### src/rtl/tomasulo_pkg.sv
// Tomasulo-core shared constants: tag/value widths, the reserved "no producer" tag,
// and the CDB transmit FSM encodings.
package tomasulo_pkg;

    localparam int unsigned     TAG_W       = 5;
    localparam int unsigned     DATA_W      = 32;
    localparam logic [TAG_W-1:0] INVALID_TAG = 5'b11111;

    localparam logic [0:0] CDB_ST_IDLE  = 1'b0;
    localparam logic [0:0] CDB_ST_BCAST = 1'b1;

endpackage

### src/rtl/cdb_rr_picker.sv
// Combinational round-robin select: first set bit of i_full scanning upward
// from i_rr_ptr with wrap-around.
module cdb_rr_picker #(
    parameter int unsigned NUM_SRC = 4,
    parameter int unsigned IDX_W   = (NUM_SRC > 1) ? $clog2(NUM_SRC) : 1
) (
    input  logic [NUM_SRC-1:0] i_full,
    input  logic [IDX_W-1:0]   i_rr_ptr,
    output logic [NUM_SRC-1:0] o_sel,
    output logic [IDX_W-1:0]   o_sel_idx,
    output logic               o_any
);

    logic [31:0] w_cand;

    always_comb begin
        o_sel     = '0;
        o_sel_idx = '0;
        o_any     = 1'b0;
        w_cand    = '0;
        for (int unsigned k = 0; k < NUM_SRC; k++) begin
            w_cand = 32'(i_rr_ptr) + k;
            if (w_cand >= NUM_SRC) begin
                w_cand = w_cand - NUM_SRC;
            end
            if (!o_any && i_full[w_cand[IDX_W-1:0]]) begin
                o_any     = 1'b1;
                o_sel_idx = w_cand[IDX_W-1:0];
            end
        end
        o_sel[o_sel_idx] = o_any;
    end

endmodule

### src/rtl/cdb_arbiter.sv
// CDB transmit side: one holding buffer per functional unit, round-robin
// arbitration, and a strobe that always has a low gap cycle after it.
module cdb_arbiter #(
    parameter int unsigned       NUM_SRC     = 4,
    parameter int unsigned       TAG_W       = tomasulo_pkg::TAG_W,
    parameter int unsigned       DATA_W      = tomasulo_pkg::DATA_W,
    parameter logic [TAG_W-1:0]  INVALID_TAG = tomasulo_pkg::INVALID_TAG
) (
    input  logic                      clk,
    input  logic                      rst,
    input  logic [NUM_SRC-1:0]        in_req_valid,
    output logic [NUM_SRC-1:0]        out_req_ready,
    input  logic [NUM_SRC*TAG_W-1:0]  in_req_tag,
    input  logic [NUM_SRC*DATA_W-1:0] in_req_val,
    output logic                      out_CDB_broadcast,
    output logic [TAG_W-1:0]          out_CDB_tag,
    output logic [DATA_W-1:0]         out_CDB_val,
    output logic [NUM_SRC-1:0]        out_grant
);

    localparam int unsigned      IDX_W    = (NUM_SRC > 1) ? $clog2(NUM_SRC) : 1;
    localparam logic [IDX_W-1:0] LAST_IDX = IDX_W'(NUM_SRC - 1);

    logic [0:0]         r_state;
    logic [IDX_W-1:0]   r_rr_ptr;
    logic [NUM_SRC-1:0] r_full;
    logic [TAG_W-1:0]   r_tag [NUM_SRC];
    logic [DATA_W-1:0]  r_val [NUM_SRC];
    logic [TAG_W-1:0]   r_cdb_tag;
    logic [DATA_W-1:0]  r_cdb_val;
    logic [NUM_SRC-1:0] r_grant;

    logic [NUM_SRC-1:0] w_sel;
    logic [IDX_W-1:0]   w_sel_idx;
    logic               w_any;
    logic               w_launch;
    logic [NUM_SRC-1:0] w_release;
    logic [NUM_SRC-1:0] w_accept;
    logic [TAG_W-1:0]   w_in_tag [NUM_SRC];
    logic [DATA_W-1:0]  w_in_val [NUM_SRC];

    for (genvar g = 0; g < NUM_SRC; g++) begin : g_unpack
        assign w_in_tag[g] = in_req_tag[g*TAG_W +: TAG_W];
        assign w_in_val[g] = in_req_val[g*DATA_W +: DATA_W];
    end

    cdb_rr_picker #(
        .NUM_SRC (NUM_SRC),
        .IDX_W   (IDX_W)
    ) u_picker (
        .i_full    (r_full),
        .i_rr_ptr  (r_rr_ptr),
        .o_sel     (w_sel),
        .o_sel_idx (w_sel_idx),
        .o_any     (w_any)
    );

    // A buffer being drained this cycle may be refilled at the same edge.
    assign w_launch      = (r_state == tomasulo_pkg::CDB_ST_IDLE) && w_any;
    assign w_release     = w_launch ? w_sel : '0;
    assign out_req_ready = ~r_full | w_release;
    assign w_accept      = in_req_valid & out_req_ready;

    assign out_CDB_broadcast = (r_state == tomasulo_pkg::CDB_ST_BCAST);
    assign out_CDB_tag       = r_cdb_tag;
    assign out_CDB_val       = r_cdb_val;
    assign out_grant         = r_grant;

    always_ff @(posedge clk or posedge rst) begin
        if (rst) begin
            r_state   <= tomasulo_pkg::CDB_ST_IDLE;
            r_rr_ptr  <= '0;
            r_full    <= '0;
            r_cdb_tag <= INVALID_TAG;
            r_cdb_val <= '0;
            r_grant   <= '0;
            for (int unsigned i = 0; i < NUM_SRC; i++) begin
                r_tag[i] <= INVALID_TAG;
                r_val[i] <= '0;
            end
        end else begin
            for (int unsigned i = 0; i < NUM_SRC; i++) begin
                if (w_accept[i]) begin
                    r_full[i] <= (w_in_tag[i] != INVALID_TAG);
                    r_tag[i]  <= w_in_tag[i];
                    r_val[i]  <= w_in_val[i];
                end else if (w_release[i]) begin
                    r_full[i] <= 1'b0;
                end
            end
            if (r_state == tomasulo_pkg::CDB_ST_BCAST) begin
                r_state <= tomasulo_pkg::CDB_ST_IDLE;
                r_grant <= '0;
            end else if (w_any) begin
                r_state   <= tomasulo_pkg::CDB_ST_BCAST;
                r_grant   <= w_sel;
                r_cdb_tag <= r_tag[w_sel_idx];
                r_cdb_val <= r_val[w_sel_idx];
                r_rr_ptr  <= (w_sel_idx == LAST_IDX) ? '0 : w_sel_idx + 1'b1;
            end
        end
    end

endmodule

### config.mk
export PLATFORM = sky130hd
export DESIGN_NAME = cdb_arbiter
export DESIGN_NICKNAME = d
export VERILOG_FILES = /design/src/rtl/tomasulo_pkg.sv /design/src/rtl/cdb_rr_picker.sv /design/src/rtl/cdb_arbiter.sv
export SDC_FILE = /design/constraint.sdc
export NUM_CORES = 1
export LEC_CHECK = 0
export ABC_CLOCK_PERIOD_IN_PS = 7500
export BUFFER_PORTS_ARGS = -buffer_cell sky130_fd_sc_hd__buf_2
export CAP_MARGIN = 20
export CORE_MARGIN = 1.5
export CORE_UTILIZATION = 54
export DETAILED_ROUTE_END_ITERATION = 12
export MAX_ROUTING_LAYER = met4
export PLACE_DENSITY_LB_ADDON = 0.2
export SLEW_MARGIN = 20
export SYNTH_ARGS = -nofsm -noshare
export SYNTH_HDL_FRONTEND = slang
export SYNTH_HIERARCHICAL = 1
export SYNTH_SLANG_ARGS = --single-unit
### constraint.sdc
create_clock -name clk -period 7.5 [get_ports clk]
set_clock_uncertainty 0.2 [all_clocks]
set_input_delay 0.75 -clock clk [delete_from_list [all_inputs] [get_ports clk]]
set_output_delay 0.75 -clock clk [all_outputs]
set_load 0.01 [all_outputs]
# Word-level counts from Yosys, hierarchy flattened

Cells that the tools add are included.
W data, S select, Z words.

Bits of input ports: 154
Register bits: 196
Word-level logic and storage cells: 103
Output and inout bits: 46

Magnitude comparators: 11
Multiplexer cells: 42
Equal/unequal tests: 5
Bitwise logic cells: 6
Add/sub/neg operators: 8
Reduce and logical (&&, ||, !) cells: 14

Operator list:

| operator              | count |
|---|---|
| $bmux W32 S2          | 1 |
| $mux W32              | 2 |
| $ne A5 B5 Y1 const B  | 4 |
| $mux W1               | 19 |
| $mux W2               | 9 |
| $lt A2 B3 Y1 const B  | 5 |
| $ge A3 B3 Y1 const B  | 4 |
| $mux W4               | 3 |
| $bmux W5 S2           | 1 |
| $mux W5               | 2 |
| $reduce_bool A2 Y1    | 5 |
| $and A4 B4 Y4         | 2 |
| $bmux W1 S2           | 4 |
| $sub A2 B1 Y2 const B | 4 |
| $add A2 B2 Y3 const B | 2 |
| $logic_and A1 B1 Y1   | 5 |
| $not A4 Y4            | 1 |
| $or A4 B4 Y4          | 1 |
| $add A2 B1 Y3 const B | 1 |
| $ge A2 B3 Y1 const B  | 1 |
| $logic_not A1 Y1      | 3 |
| $not A2 Y3            | 1 |
| $add A2 B1 Y2 const B | 1 |
| $demux W1 S2          | 1 |
| 4 further kinds       | 4 |

# Longest topological paths before layout

Gate-level depths: netlist of the first run.

Depth in word-level cells: 23
Mapped depth: 10
Gate-level depth less buffers: 6

# Cells and area by module

The synthesis of the first run kept the hierarchy.

By module, submodules not included:

| module        | sequential area each (um^2) | times used | area an instance (um^2) | cells each |
|---|---|---|---|---|
| cdb_arbiter   | 4936.0                      | 1          | 8348.0                  | 580 |
| cdb_rr_picker | 0.0                         | 1          | 182.7                   | 32 |

# Least setup slack after synthesis of the first run

No wires, ideal clock.

Path type: register to output
Start: register r_full[1]
End: output out_req_ready[3]
Stages on the path, launching flop included: 7
Buffers on the path: 1
Data arrival time: 1337 ps
Slack: 5213 ps
Path through: dfrtp_1 buf_2 inv_1 a21oi_2 a211oi_1 inv_1 o21ai_0

Word-level cells in the longest chain between the ends: 19
Elaborated cells on any way between the ends: 31
Those cells by class: order compare: 2; mux: 19; bitwise: 2; reduce/logical: 8

RTL lines:

| what                                                               | RTL line            | RTL |
|---|---|---|
| from (decl)                                                        | cdb_arbiter.sv:26   | `logic [NUM_SRC-1:0] r_full;` |
| from (signal, indexed assignment)                                  | cdb_arbiter.sv:84   | `r_full[i] <= (w_in_tag[i] != INVALID_TAG);` |
| $bmux W1 S2                                                        | cdb_rr_picker.sv:26 | `if (!o_any && i_full[w_cand[IDX_W-1:0]]) begin` |
| $mux W1 (implied by the code)                                      | cdb_rr_picker.sv:26 |  |
| $mux W1                                                            | cdb_rr_picker.sv:26 |  |
| $logic_not A1 Y1                                                   | cdb_rr_picker.sv:26 |  |
| $logic_and A1 B1 Y1                                                | cdb_rr_picker.sv:26 |  |
| $mux W1                                                            | cdb_rr_picker.sv:26 |  |
| $logic_not A1 Y1                                                   | cdb_rr_picker.sv:26 |  |
| $logic_and A1 B1 Y1                                                | cdb_rr_picker.sv:26 |  |
| (+4 left out)                                                      | n/a                 |  |
| $lt A2 B3 Y1 (implied by the code) or $ge A2 B1 Y1 (tied branches) | cdb_rr_picker.sv:31 | `o_sel[o_sel_idx] = o_any;` |
| $logic_and A1 B1 Y1 (implied by the code)                          | cdb_rr_picker.sv:31 |  |
| $mux W1 (implied by the code)                                      | cdb_rr_picker.sv:31 |  |
| $demux W1 S2                                                       | n/a                 |  |
| $and A4 B4 Y4 (no source line) *                                   | n/a                 |  |
| via w_sel[3]                                                       | cdb_arbiter.sv:33   | `logic [NUM_SRC-1:0] w_sel;` |
| $mux W4 *                                                          | cdb_arbiter.sv:60   | `assign w_release = w_launch ? w_sel : '0;` |
| $or A4 B4 Y4 *                                                     | cdb_arbiter.sv:61   | `assign out_req_ready = ~r_full \| w_release;` |
| to (decl)                                                          | cdb_arbiter.sv:12   | `output logic [NUM_SRC-1:0] out_req_ready,` |

The timed path passes the listed nets; every way through them passes the cells marked *. The select of a mux whose other input is x is not followed.

# Worst setup path in the final report of the first run

Start: register r_full[2]
End: output out_req_ready[0]

Elaborated cells on any way between the ends: 31
Those cells by class: order compare: 2; mux: 19; bitwise: 2; reduce/logical: 8

RTL lines:

| what                                                                  | RTL line            | RTL |
|---|---|---|
| $bmux W1 S2                                                           | cdb_rr_picker.sv:26 |  |
| $mux W1 (implied by the code)                                         | cdb_rr_picker.sv:26 |  |
| $mux W1                                                               | cdb_rr_picker.sv:26 |  |
| $logic_not A1 Y1                                                      | cdb_rr_picker.sv:26 |  |
| $logic_and A1 B1 Y1                                                   | cdb_rr_picker.sv:26 |  |
| $mux W1                                                               | cdb_rr_picker.sv:26 |  |
| $logic_not A1 Y1                                                      | cdb_rr_picker.sv:26 |  |
| $logic_and A1 B1 Y1                                                   | cdb_rr_picker.sv:26 |  |
| $mux W1                                                               | cdb_rr_picker.sv:26 |  |
| $logic_not A1 Y1                                                      | cdb_rr_picker.sv:26 |  |
| $logic_and A1 B1 Y1                                                   | cdb_rr_picker.sv:26 |  |
| $mux W1 *                                                             | cdb_rr_picker.sv:26 |  |
| via w_any                                                             | cdb_arbiter.sv:35   | `logic w_any;` |
| $and A4 B4 Y4 (no source line) or $logic_and A1 B1 Y1 (tied branches) | n/a                 |  |
| $mux W4 *                                                             | cdb_arbiter.sv:60   |  |
| $or A4 B4 Y4 *                                                        | cdb_arbiter.sv:61   |  |

Marks and branches as above.

==> results.ini, run 1 <==
[place]
dp_hpwl_mm=13.59
place_congestion=0.7870
port_buffers=199
dp_slack_ns=4.216
postPlaceCellArea_sq_um=9652

[synthesis]
yosys_warnings=6
synth_cell_type_count=32
synth_xor_area_frac=0
synth_fp_nets=767
synth-seq-cells=196
synth_top_family_by_area=multiplexers
syn_avg_cell_area_sq_um=13.94
synth_simple_gate_area_frac=0.03769
async_flop_share=1.000
syn_inst=612
ys.flop_type=dfrtp_1
synth_compound_area_frac=0.06189
netlist_area_sq_um=8531
yosysSeqAreaShare=0.5786
muxShareOfSynthArea=0.2869
synth_edf_count=0
synth_fa_ha_area_frac=0.001467

[power]
peakVddDrop_v=0.0002586
internal_power_mw=3.051
p_switching_mw=1.434
power_density_nw_per_um2=435.1
p_leak_nw=4.846
pwr-share-seq=0.440
power_frac_comb=0.340
pwr-share-clk=0.220
swShare=0.3197

[detailed_routing]
finalWirelength_mm=20.22
drc=0
vias=5776
viasPerCell=5.624
dr.pass1.iters=4
antenna_left=0
drt_iter0_drc=376
wl_per_cell_um=19.69

[sta]
fin_crit_ns=3.444
max_slew_margin=0.3718
timing.fmax_ghz=0.2903
setup_viol=0
hold_viol=0
slew_viol_final=0
worst_slew_pin_slew_ns=0.9424
worst_slack_ns=4.056
rsz0062_at_grt=false
finalSetupTns_ns=0
min_period_over_period=0.4592

[setup_path]
crit_path_top_delay_cell=dfrtp_1
cp_max_fo=49
cp.required_ns=6.55
cp.arrival_ns=2.49
cp-start-kind=flop
critPathCaptureType=output pin
criticalPathCategory=reg2out
critical_path_depth=5
cp_top_family=simple AND/OR/NAND/NOR gates
crit_chain=nor2_1, nand2_1, nand2b_4, o21ai_0, buf_2
critical_path_buf_inv_count=1
max_stage_delay_ns=0.56
rr_worst_depth=7

[floorplanning]
rows=45
core_sq_um=15310
die_w_um=128.7
start_util=0.5570
die_h_um=128.7
dieArea_sq_um=16560
pin_count=200

[final_layout]
seqCellArea_sq_um=4936
areaGrowthSynthToFinish_pct=20.84
diodes=0
drive_gt1_frac=0.5049
n_fill_cell=1166
nets=958
multi_input_area_sq_um=3338
design_area_sq_um=10310

[clock_network]
cts_tree=done
cts_setup_buffers=0
cts_buffers=17
root_buffer=clkbuf_16
cts-htree-levels=4
cts_hold_buf=0
clk_pin_slew_worst_paths_ns=0.07
clockBufferDepth=2
worst_skew_pair.late_latency_ns=0.42
cts_resized=0
cts_num_sinks=196

[outcome]
status=complete, no violations

[hold_path]
min_path_cells=1
min_path_type=reg2reg

[global_routing]
grt_usage=0.2609
grt_pass1_wl_mm=31.53
grt_max_degree=104
grt_overflow_total=0
antenna_found_initial=0
grt_pass1_vias=6181

[run]
maxCapViolCount=0

-- routing by layer --
metal,vias to the layer above,GRT usage,part of all wire
met5,-,-,0
met4,0,0.1018,0.022
met3,32,0.03410,0.042
met2,173,0.4319,0.50
met1,2980,0.3288,0.43
li1,2591,-,-
-- sequential cells by signal, summed over array words and instances, names as in the netlist --
signal	cells
out_CDB_val	32
r_tag	20
r_full	4
r_rr_ptr	2
out_grant	4
out_CDB_tag	5
r_val	128
out_CDB_broadcast	1
-- power by group through the flow --
stage	clock [mW]	combinational (mW)	sequential, mW
5_1_grt	1.05	1.66	2.03
2_1_floorplan	0	1.11	1.92
3_3_place_gp	0	1.48	1.95
3_5_place_dp	0	1.53	1.98
4_1_cts	1.00	1.54	1.97
6_report	0.988	1.53	1.97
-- placed cells by master, fill, tap and decap left out, types with 3 or more instances in the layout --
cell,instances
a21oi_1,3
buf_2,199
buf_4,7
bufinv_16,4
clkbuf_16,17
clkbuf_8,4
clkinvlp_4,3
dfrtp_1,171
dfstp_2,25
inv_1,13
mux2_1,10
mux2_2,138
mux2i_1,78
nand2_1,56
nand3_1,4
nor2_1,9
o21ai_0,10
o221ai_1,37
o22ai_4,4
-- worst paths after layout --
kind | from | endpoint | slack, ns
setup / recovery | r_full[2]$_DFFE_PP0P_ | out_req_ready[0] | 4.06
hold / removal | r_val[56]$_DFFE_PP0P_ | r_val[56]$_DFFE_PP0P_ | 0.29
setup reg to reg | r_full[1]$_DFFE_PP0P_ | out_CDB_val[7]$_DFFE_PP0N_ | 4.17
hold reg to reg | r_val[56]$_DFFE_PP0P_ | r_val[56]$_DFFE_PP0P_ | 0.29
max in group asynchronous | rst | out_CDB_val[5]$_DFFE_PP0N_ | 5.41
min in group asynchronous | rst | r_val[40]$_DFFE_PP0P_ | 0.33
-- through the flow --
step                      utilization  hold slack [ns]  std cells  power, mW
after global routing           0.6731           0.3110       1027      4.746
after global placement         0.6302           0.2663        995      3.430
after CTS                      0.6729           0.2916       1027      4.509
after floorplan                     -           0.2579        612      3.037
final                          0.6731           0.2909       1027      4.486
after detailed placement       0.6302           0.2758        995      3.516
-- layout make-up --
type / count / area share
multi-input cells: 367 / 0.3238
inverters: 14 / 0.005583
clock buffers: 22 / 0.04697
flip-flops and latches: 196 / 0.4788
clock inverters: 10 / 0.01639
repair buffers: 207 / 0.1028
well taps: 211 / 0.02561
-- worst reg2reg max path: stages, from the launching register on --
cell	delay, ns
dfrtp_1	0.49
nor2_1	0.19
nand2_1	0.25
nand2b_4	0.59
inv_1	0.23
nand2_1	0.60
buf_4	0.42
o221ai_1	0.20
-- cells by family (layout without fill, tap and decap cells) --
group,count (synthesis),after routing
mux,226,226
flops,196,196
simple gates,77,77
compound gates,63,63
buf+inv,49,253
fa+ha+maj,1,1
-- Yosys cell counts, types with 7 or more instances --
master / count / area share
buf_2: 15 / 0.0088
buf_4: 8 / 0.0070
buf_6: 7 / 0.0092
dfrtp_1: 171 / 0.50
dfstp_2: 25 / 0.077
inv_1: 14 / 0.0062
mux2_1: 10 / 0.013
mux2_2: 138 / 0.18
mux2i_1: 78 / 0.092
nand2_1: 56 / 0.025
nor2_1: 9 / 0.0040
o21ai_0: 10 / 0.0059
o221ai_1: 37 / 0.038
Power figures use the tool's default switching activity.
==> run 2, diff against run 1 <==
--- a/config.mk
+++ b/config.mk
@@ -5,11 +5,12 @@
 export SDC_FILE = /design/constraint.sdc
 export NUM_CORES = 1
 export LEC_CHECK = 0
-export ABC_CLOCK_PERIOD_IN_PS = 7500
+export ABC_AREA = 1
+export ABC_CLOCK_PERIOD_IN_PS = 2900
 export BUFFER_PORTS_ARGS = -buffer_cell sky130_fd_sc_hd__buf_2
 export CAP_MARGIN = 20
 export CORE_MARGIN = 1.5
-export CORE_UTILIZATION = 54
+export CORE_UTILIZATION = 50
 export DETAILED_ROUTE_END_ITERATION = 12
 export MAX_ROUTING_LAYER = met4
 export PLACE_DENSITY_LB_ADDON = 0.2
==> constraint.sdc (replaced) <==
create_clock -name clk -period 2.9 [get_ports clk]
set_clock_uncertainty 0.2 [all_clocks]
set_input_delay 0.29 -clock clk [delete_from_list [all_inputs] [get_ports clk]]
set_output_delay 0.29 -clock clk [all_outputs]
set_load 0.01 [all_outputs]
==> run 2 against run 1 <==
Global-route usage increased by 2.7 points. Critical endpoint unchanged. Clock-buffer cell count increased by 2. Synthesized area increased by 15%. Worst hold slack got worse by 0.21 ns. Worst setup slack got worse by 4.0 ns. Flip-flop and latch count unchanged. Critical path depth increased by 9. Synthesized cell count increased by 120%. Largest power group is now combinational cells. Critical path type unchanged. First-iteration DRC count increased by 130%. Combinational power increased to 5.5 times the previous value. Highest routed layer unchanged. Design area increased by 31%. Core utilization increased by 2.2 points.
==> results.ini, run 2 <==
[synthesis]
synth_cell_type_count=23
synth_top_area_frac=0.4350
synth_xor_area_frac=0
syn_avg_cell_area_sq_um=7.254
synth_fp_nets=1511
yosysSeqAreaShare=0.5018
synth_simple_gate_area_frac=0.3885
synth.area.top_cells=dfrtp_1 44%, nand2_1 24%, nand3_1 12%, dfstp_2 6.7%, inv_1 6.1%
synth_compound_area_frac=0.003307
yosys-top-cells-count=642 x nand2_1, 240 x nand3_1, 171 x dfrtp_1
synth_top_family_by_area=simple AND/OR/NAND/NOR gates
yosysMostFrequentCell=nand2_1
async_flop_share=1.000
synth-seq-cells=196
muxShareOfSynthArea=0
ys.flop_type=dfrtp_1
yosys_warnings=6
synth_fa_ha_area_frac=0.001272
netlist_area_sq_um=9837
synth_edf_count=0
synth_top_cell_by_area=dfrtp_1
syn_inst=1356

[detailed_routing]
wl_per_cell_um=14.33
drt_iter0_drc=880
antenna_left=0
finalWirelength_mm=28.36
dr.pass1.iters=5
viasPerCell=4.905
vias=9707
drc=0

[setup_path]
cp-start-kind=flop
rr_worst_depth=19
cp.required_ns=2.41
critPathCaptureType=output pin
criticalPathCategory=reg2out
cp_max_fo=9
cp.arrival_ns=2.38

[clock_network]
cts_buffers=17
root_buffer=clkbuf_16
cts-htree-levels=4
worst_skew_pair.late_latency_ns=0.43
clockBufferDepth=2
clk_pin_slew_worst_paths_ns=0.07
cts_tree=done
cts_num_sinks=196

[hold_path]
min_path_type=in2reg
min_path_cells=3

[floorplanning]
start_util=0.5071
die_h_um=143.3
dieArea_sq_um=20520
pin_count=200
core_sq_um=19400
rows=51
die_w_um=143.3

[global_routing]
antenna_found_initial=0
grt_pass1_wl_mm=44.77
grt_overflow_total=0
grt_usage=0.2880
grt_max_degree=127
grt_pass1_vias=8806

[sta]
slew_viol_final=0
worst_slack_ns=0.03367
fin_crit_ns=2.866
worst_slew_pin_slew_ns=0.7168
finalSetupTns_ns=0
rsz0062_at_grt=true
setup_viol=0
timing.fmax_ghz=0.3489
max_slew_margin=0.5221
min_period_over_period=0.9884
hold_viol=0
holdWs_ns=0.07813

[final_layout]
n_fill_cell=1674
final_cell_count_no_fill=1979
diodes=0
drive_gt1_frac=0.2106
seqCellArea_sq_um=4938
largest_reg_flops=128
nets=1856
design_area_sq_um=13480
layout_common_cells=627 x nand2_1, 236 x nand3_1, 198 x buf_2, 169 x dfrtp_1, 156 x inv_1
multi_input_area_sq_um=3983
areaGrowthSynthToFinish_pct=36.99
top_register=r_val
mostFrequentLayoutCell=nand2_1

[outcome]
status=complete, no violations

[power]
peakVddDrop_v=0.0008446
p_leak_nw=7.609
power_density_nw_per_um2=1160

[place]
place_congestion=0.9139
postPlaceCellArea_sq_um=11000
dp_cells=1769
dp_slack_ns=0.08983
port_buffers=199
dp_hpwl_mm=17.93

[run]
maxCapViolCount=0

run 2: cell types whose count changed in the layout (fill, tap and decap cells not counted), moves of 78 or more:
cell	previous run	this run
dlygate4sd3_1	0	149
inv_1	13	156
mux2_2	138	0
mux2i_1	78	0
nand2_1	56	627
nand3_1	4	236
run 2: metrics by stage:
step                      power, mW    util
after floorplan               10.34       -
after global placement        12.35  0.5671
after detailed placement      12.51  0.5671
after CTS                     15.18  0.6796
after global routing          17.02  0.6947
final                         15.64  0.6947
run 2: layout make-up:
| cell class | instances | area share |
|---|---|---|
| Sequential cell | 196 | 0.3665 |
| Multi-Input combinational cell | 918 | 0.2955 |
| Timing Repair Buffer | 402 | 0.2248 |
| Inverter | 166 | 0.04763 |
| Clock buffer | 24 | 0.03500 |
| Tap cell | 265 | 0.02461 |
| Clock inverter | 8 | 0.005942 |
run 2: layer usage:
layer / vias to the layer above / global-route usage / share of wire
met3: 34 / 0.03488 / 0.058
met4: 0 / 0.07519 / 0.016
met2: 338 / 0.4157 / 0.45
met1: 4526 / 0.4294 / 0.47
met5: - / - / 0
li1: 4809 / - / -
run 2: kinds of logic after synthesis:
kind of cell             Yosys count
flip-flops                       196
AO/OA/AOI/OAI                      6
buffers and inverters            242
adder cells (fa/ha/maj)            1
AND/OR/NAND/NOR                  911
run 2: final timing paths:
path / from / end / slack [ns]
setup / recovery: r_rr_ptr[0]$_DFFE_PP0N_ / out_req_ready[0] / 0.03
hold / removal: in_req_valid[1] / r_val[82]$_DFFE_PP0P_ / 0.08
setup reg to reg: r_rr_ptr[0]$_DFFE_PP0N_ / r_val[8]$_DFFE_PP0P_ / 0.13
hold reg to reg: r_tag[7]$_DFFE_PP1P_ / r_tag[7]$_DFFE_PP1P_ / 0.26
max in group asynchronous: rst / r_val[91]$_DFFE_PP0P_ / 1.53
min in group asynchronous: rst / r_val[37]$_DFFE_PP0P_ / 0.32
run 2: where the power goes:
| group | total (mW) | internal [mW] | leakage (nW) | switching, mW |
|---|---|---|---|---|
| clock | 2.26 | 1.23 | 0.261 | 1.02 |
| sequential | 4.93 | 4.17 | 2.36 | 0.764 |
| combinational | 8.45 | 3.09 | 4.98 | 5.36 |
| total | 15.6 | 8.49 | 7.61 | 7.15 |
run 2: repair_timing:
| item | 4_1_cts | 5_1_grt |
|---|---|---|
| gates resized for setup | 15 | 34 |
| setup buffers | 6 | 21 |
| setup endpoints to repair | 4 | 59 |
| gates cloned | 1 | 1 |
| hold buffers | 149 | 0 |
| hold endpoints to repair | 323 | 0 |
| pin swaps | 2 | 19 |
run 2: critical path, cell delays in order, from the launching register on:
cell and delay (ns):
dfrtp_2 0.40, buf_12 0.13, clkinv_8 0.07, nand2_2 0.08, nand2_4 0.07, nor2_2 0.19, nor2_2 0.08, nand3_4 0.12
buf_4 0.13, nand2_2 0.05, nor2_2 0.11, nand3_2 0.12, nand2_4 0.13, buf_6 0.12, buf_2 0.12
==> run 3, diff against run 2 <==
--- a/config.mk
+++ b/config.mk
@@ -10,7 +10,8 @@
 export BUFFER_PORTS_ARGS = -buffer_cell sky130_fd_sc_hd__buf_2
 export CAP_MARGIN = 20
 export CORE_MARGIN = 1.5
-export CORE_UTILIZATION = 50
+export CORE_UTILIZATION = 52
+export CTS_BUF_LIST = sky130_fd_sc_hd__clkbuf_8
 export DETAILED_ROUTE_END_ITERATION = 12
 export MAX_ROUTING_LAYER = met4
 export PLACE_DENSITY_LB_ADDON = 0.2
==> run 3 against run 2 <==
Via count up 0.58%. Core utilization increased by 1.4 points. Critical endpoint is now out_req_ready[1]. Worst setup slack worse by 0.017 ns. Sequential share of layout area up 0.75 points. Global-route usage is 1.9 points higher. Design area decreased by 2.0%. Highest routed layer unchanged. Largest cell class unchanged. First-iteration DRC count is 12% higher. Die area fell by 3.8%.
==> results.ini, run 3 (same netlist as run 2, synthesis figures left out) <==
[floorplanning]
die_w_um=140.5
rows=50
core_sq_um=18640
dieArea_sq_um=19750
die_h_um=140.5
start_util=0.5277
pin_count=200

[setup_path]
cp_top_family=simple AND/OR/NAND/NOR gates
critPathCaptureType=output pin
critical_path_buf_inv_count=3
path_common_cell=nand2_2
criticalPathCategory=reg2out
crit_path_top_delay_cell=dfrtp_2
crit_chain=buf_6, nand2_1, nand2_2, nand2_1, nand2_2, nand2_2, nand2_1, nand2_2, nand3_4, nor2_2, nand3_2, nand2_4, buf_12, buf_2
cp.arrival_ns=2.39
cp-startpoint=r_rr_ptr[0]$_DFFE_PP0N_
cp_max_fo=13
max_stage_delay_ns=0.50
cp.required_ns=2.41
r2r-start=r_rr_ptr[0]$_DFFE_PP0N_
cp-start-kind=flop

[final_layout]
n_fill_cell=1551
mostFrequentLayoutCell=nand2_1
drive_gt1_frac=0.2021
layout_common_cells=632 x nand2_1, 236 x nand3_1, 196 x buf_2, 168 x dfrtp_1, 159 x inv_1
areaGrowthSynthToFinish_pct=34.29
top_register=r_val
largest_reg_flops=128
fin_util=0.7086
nets=1839

[detailed_routing]
drc=0
antenna_left=0
drt_iter0_drc=985
wl_per_cell_um=15.24
dr.pass1.iters=7
finalWirelength_mm=29.44
viasPerCell=5.053
vias=9763

[sta]
max_slew_margin=0.5629
timing.fmax_ghz=0.3469
rsz0062_at_grt=true
hold_viol=0
fin_crit_ns=2.883
worst_slack_ns=0.01700
worst_slew_pin_slew_ns=0.6557
setup_viol=0
finalSetupTns_ns=0
slew_viol_final=0
holdWs_ns=0.03887
min_period_over_period=0.9941

[global_routing]
grt_pass1_vias=9051
grt_max_degree=100
grt_overflow_total=0
grt_pass1_wl_mm=46.59
grt_usage=0.3074
antenna_found_initial=0

[clock_network]
worst_skew_pair.late_latency_ns=0.47
cts_buffers=17
cts-htree-levels=4
clockBufferDepth=2
root_buffer=clkbuf_8
clk_pin_slew_worst_paths_ns=0.10
cts_num_sinks=196
cts_tree=done

[power]
power_density_nw_per_um2=1154
peakVddDrop_v=0.0007911
power_mw=15.25
p_leak_nw=7.508

[run]
maxCapViolCount=0

[place]
place_congestion=0.8731
dp_hpwl_mm=17.97
port_buffers=199
dp_slack_ns=0.08053

[outcome]
status=complete, no violations

[hold_path]
min_path_type=in2reg
worst_hold_startpoint=in_req_valid[1]

## run 3: worst min-delay path, stage by stage
cell	delay (ns)
buf_2	0.21
nand3_1	0.12
nand2_1	0.05
## run 3: what timing repair did
action,CTS,global route
endpoints found under the setup margin,4,44
setup buffers,6,6
pin swaps,4,4
resized for setup,8,26
hold buffers,149,0
gates cloned,2,1
endpoints found under the hold margin,170,0
## run 3: routing by layer
| layer | track usage | routed length (um) | vias to the layer above |
|---|---|---|---|
| li1 | - | - | 4775 |
| met1 | 0.4530 | 13810 | 4556 |
| met2 | 0.4505 | 13250 | 389 |
| met3 | 0.03761 | 1800 | 43 |
| met4 | 0.08388 | 580 | 0 |
| met5 | - | 0 | - |
## run 3: final timing paths
| path | end | slack (ns) | cells after the start |
|---|---|---|---|
| max reg2reg | r_val[11]$_DFFE_PP0P_ | 0.14 | 18 |
| min | r_val[80]$_DFFE_PP0P_ | 0.04 | 3 |
| min reg2reg | r_tag[7]$_DFFE_PP1P_ | 0.27 | 2 |
| max | out_req_ready[1] | 0.02 | 14 |
| min in group asynchronous | r_val[1]$_DFFE_PP0P_ | 0.22 | 3 |
| max in group asynchronous | r_val[81]$_DFFE_PP0P_ | 1.38 | 4 |
## run 3: layout make-up
cell class | count | area, sq um | share of cell area
Clock inverter | 15 | 186.4 | 0.01411
Clock buffer | 17 | 234.0 | 0.01771
Sequential cell | 196 | 4940 | 0.3739
Timing Repair Buffer | 385 | 2963 | 0.2243
Inverter | 166 | 634.4 | 0.04802
Antenna cell | 1 | 2.502 | 0.0001894
Tap cell | 234 | 292.8 | 0.02216
Multi-Input combinational cell | 918 | 3958 | 0.2996
## run 3: report_power, final
group | switching, mW | internal, mW | total, mW
clock | 0.985 | 0.934 | 1.92
sequential | 0.792 | 4.16 | 4.95
combinational | 5.40 | 2.98 | 8.37
## run 3: through the flow
step / std cells / instance area, sq um
3_3_place_gp: 1735 / 10990
3_5_place_dp: 1735 / 10990
4_1_cts: 1924 / 13030
6_report: 1932 / 13210
5_1_grt: 1931 / 13210
2_1_floorplan: 1356 / 9841
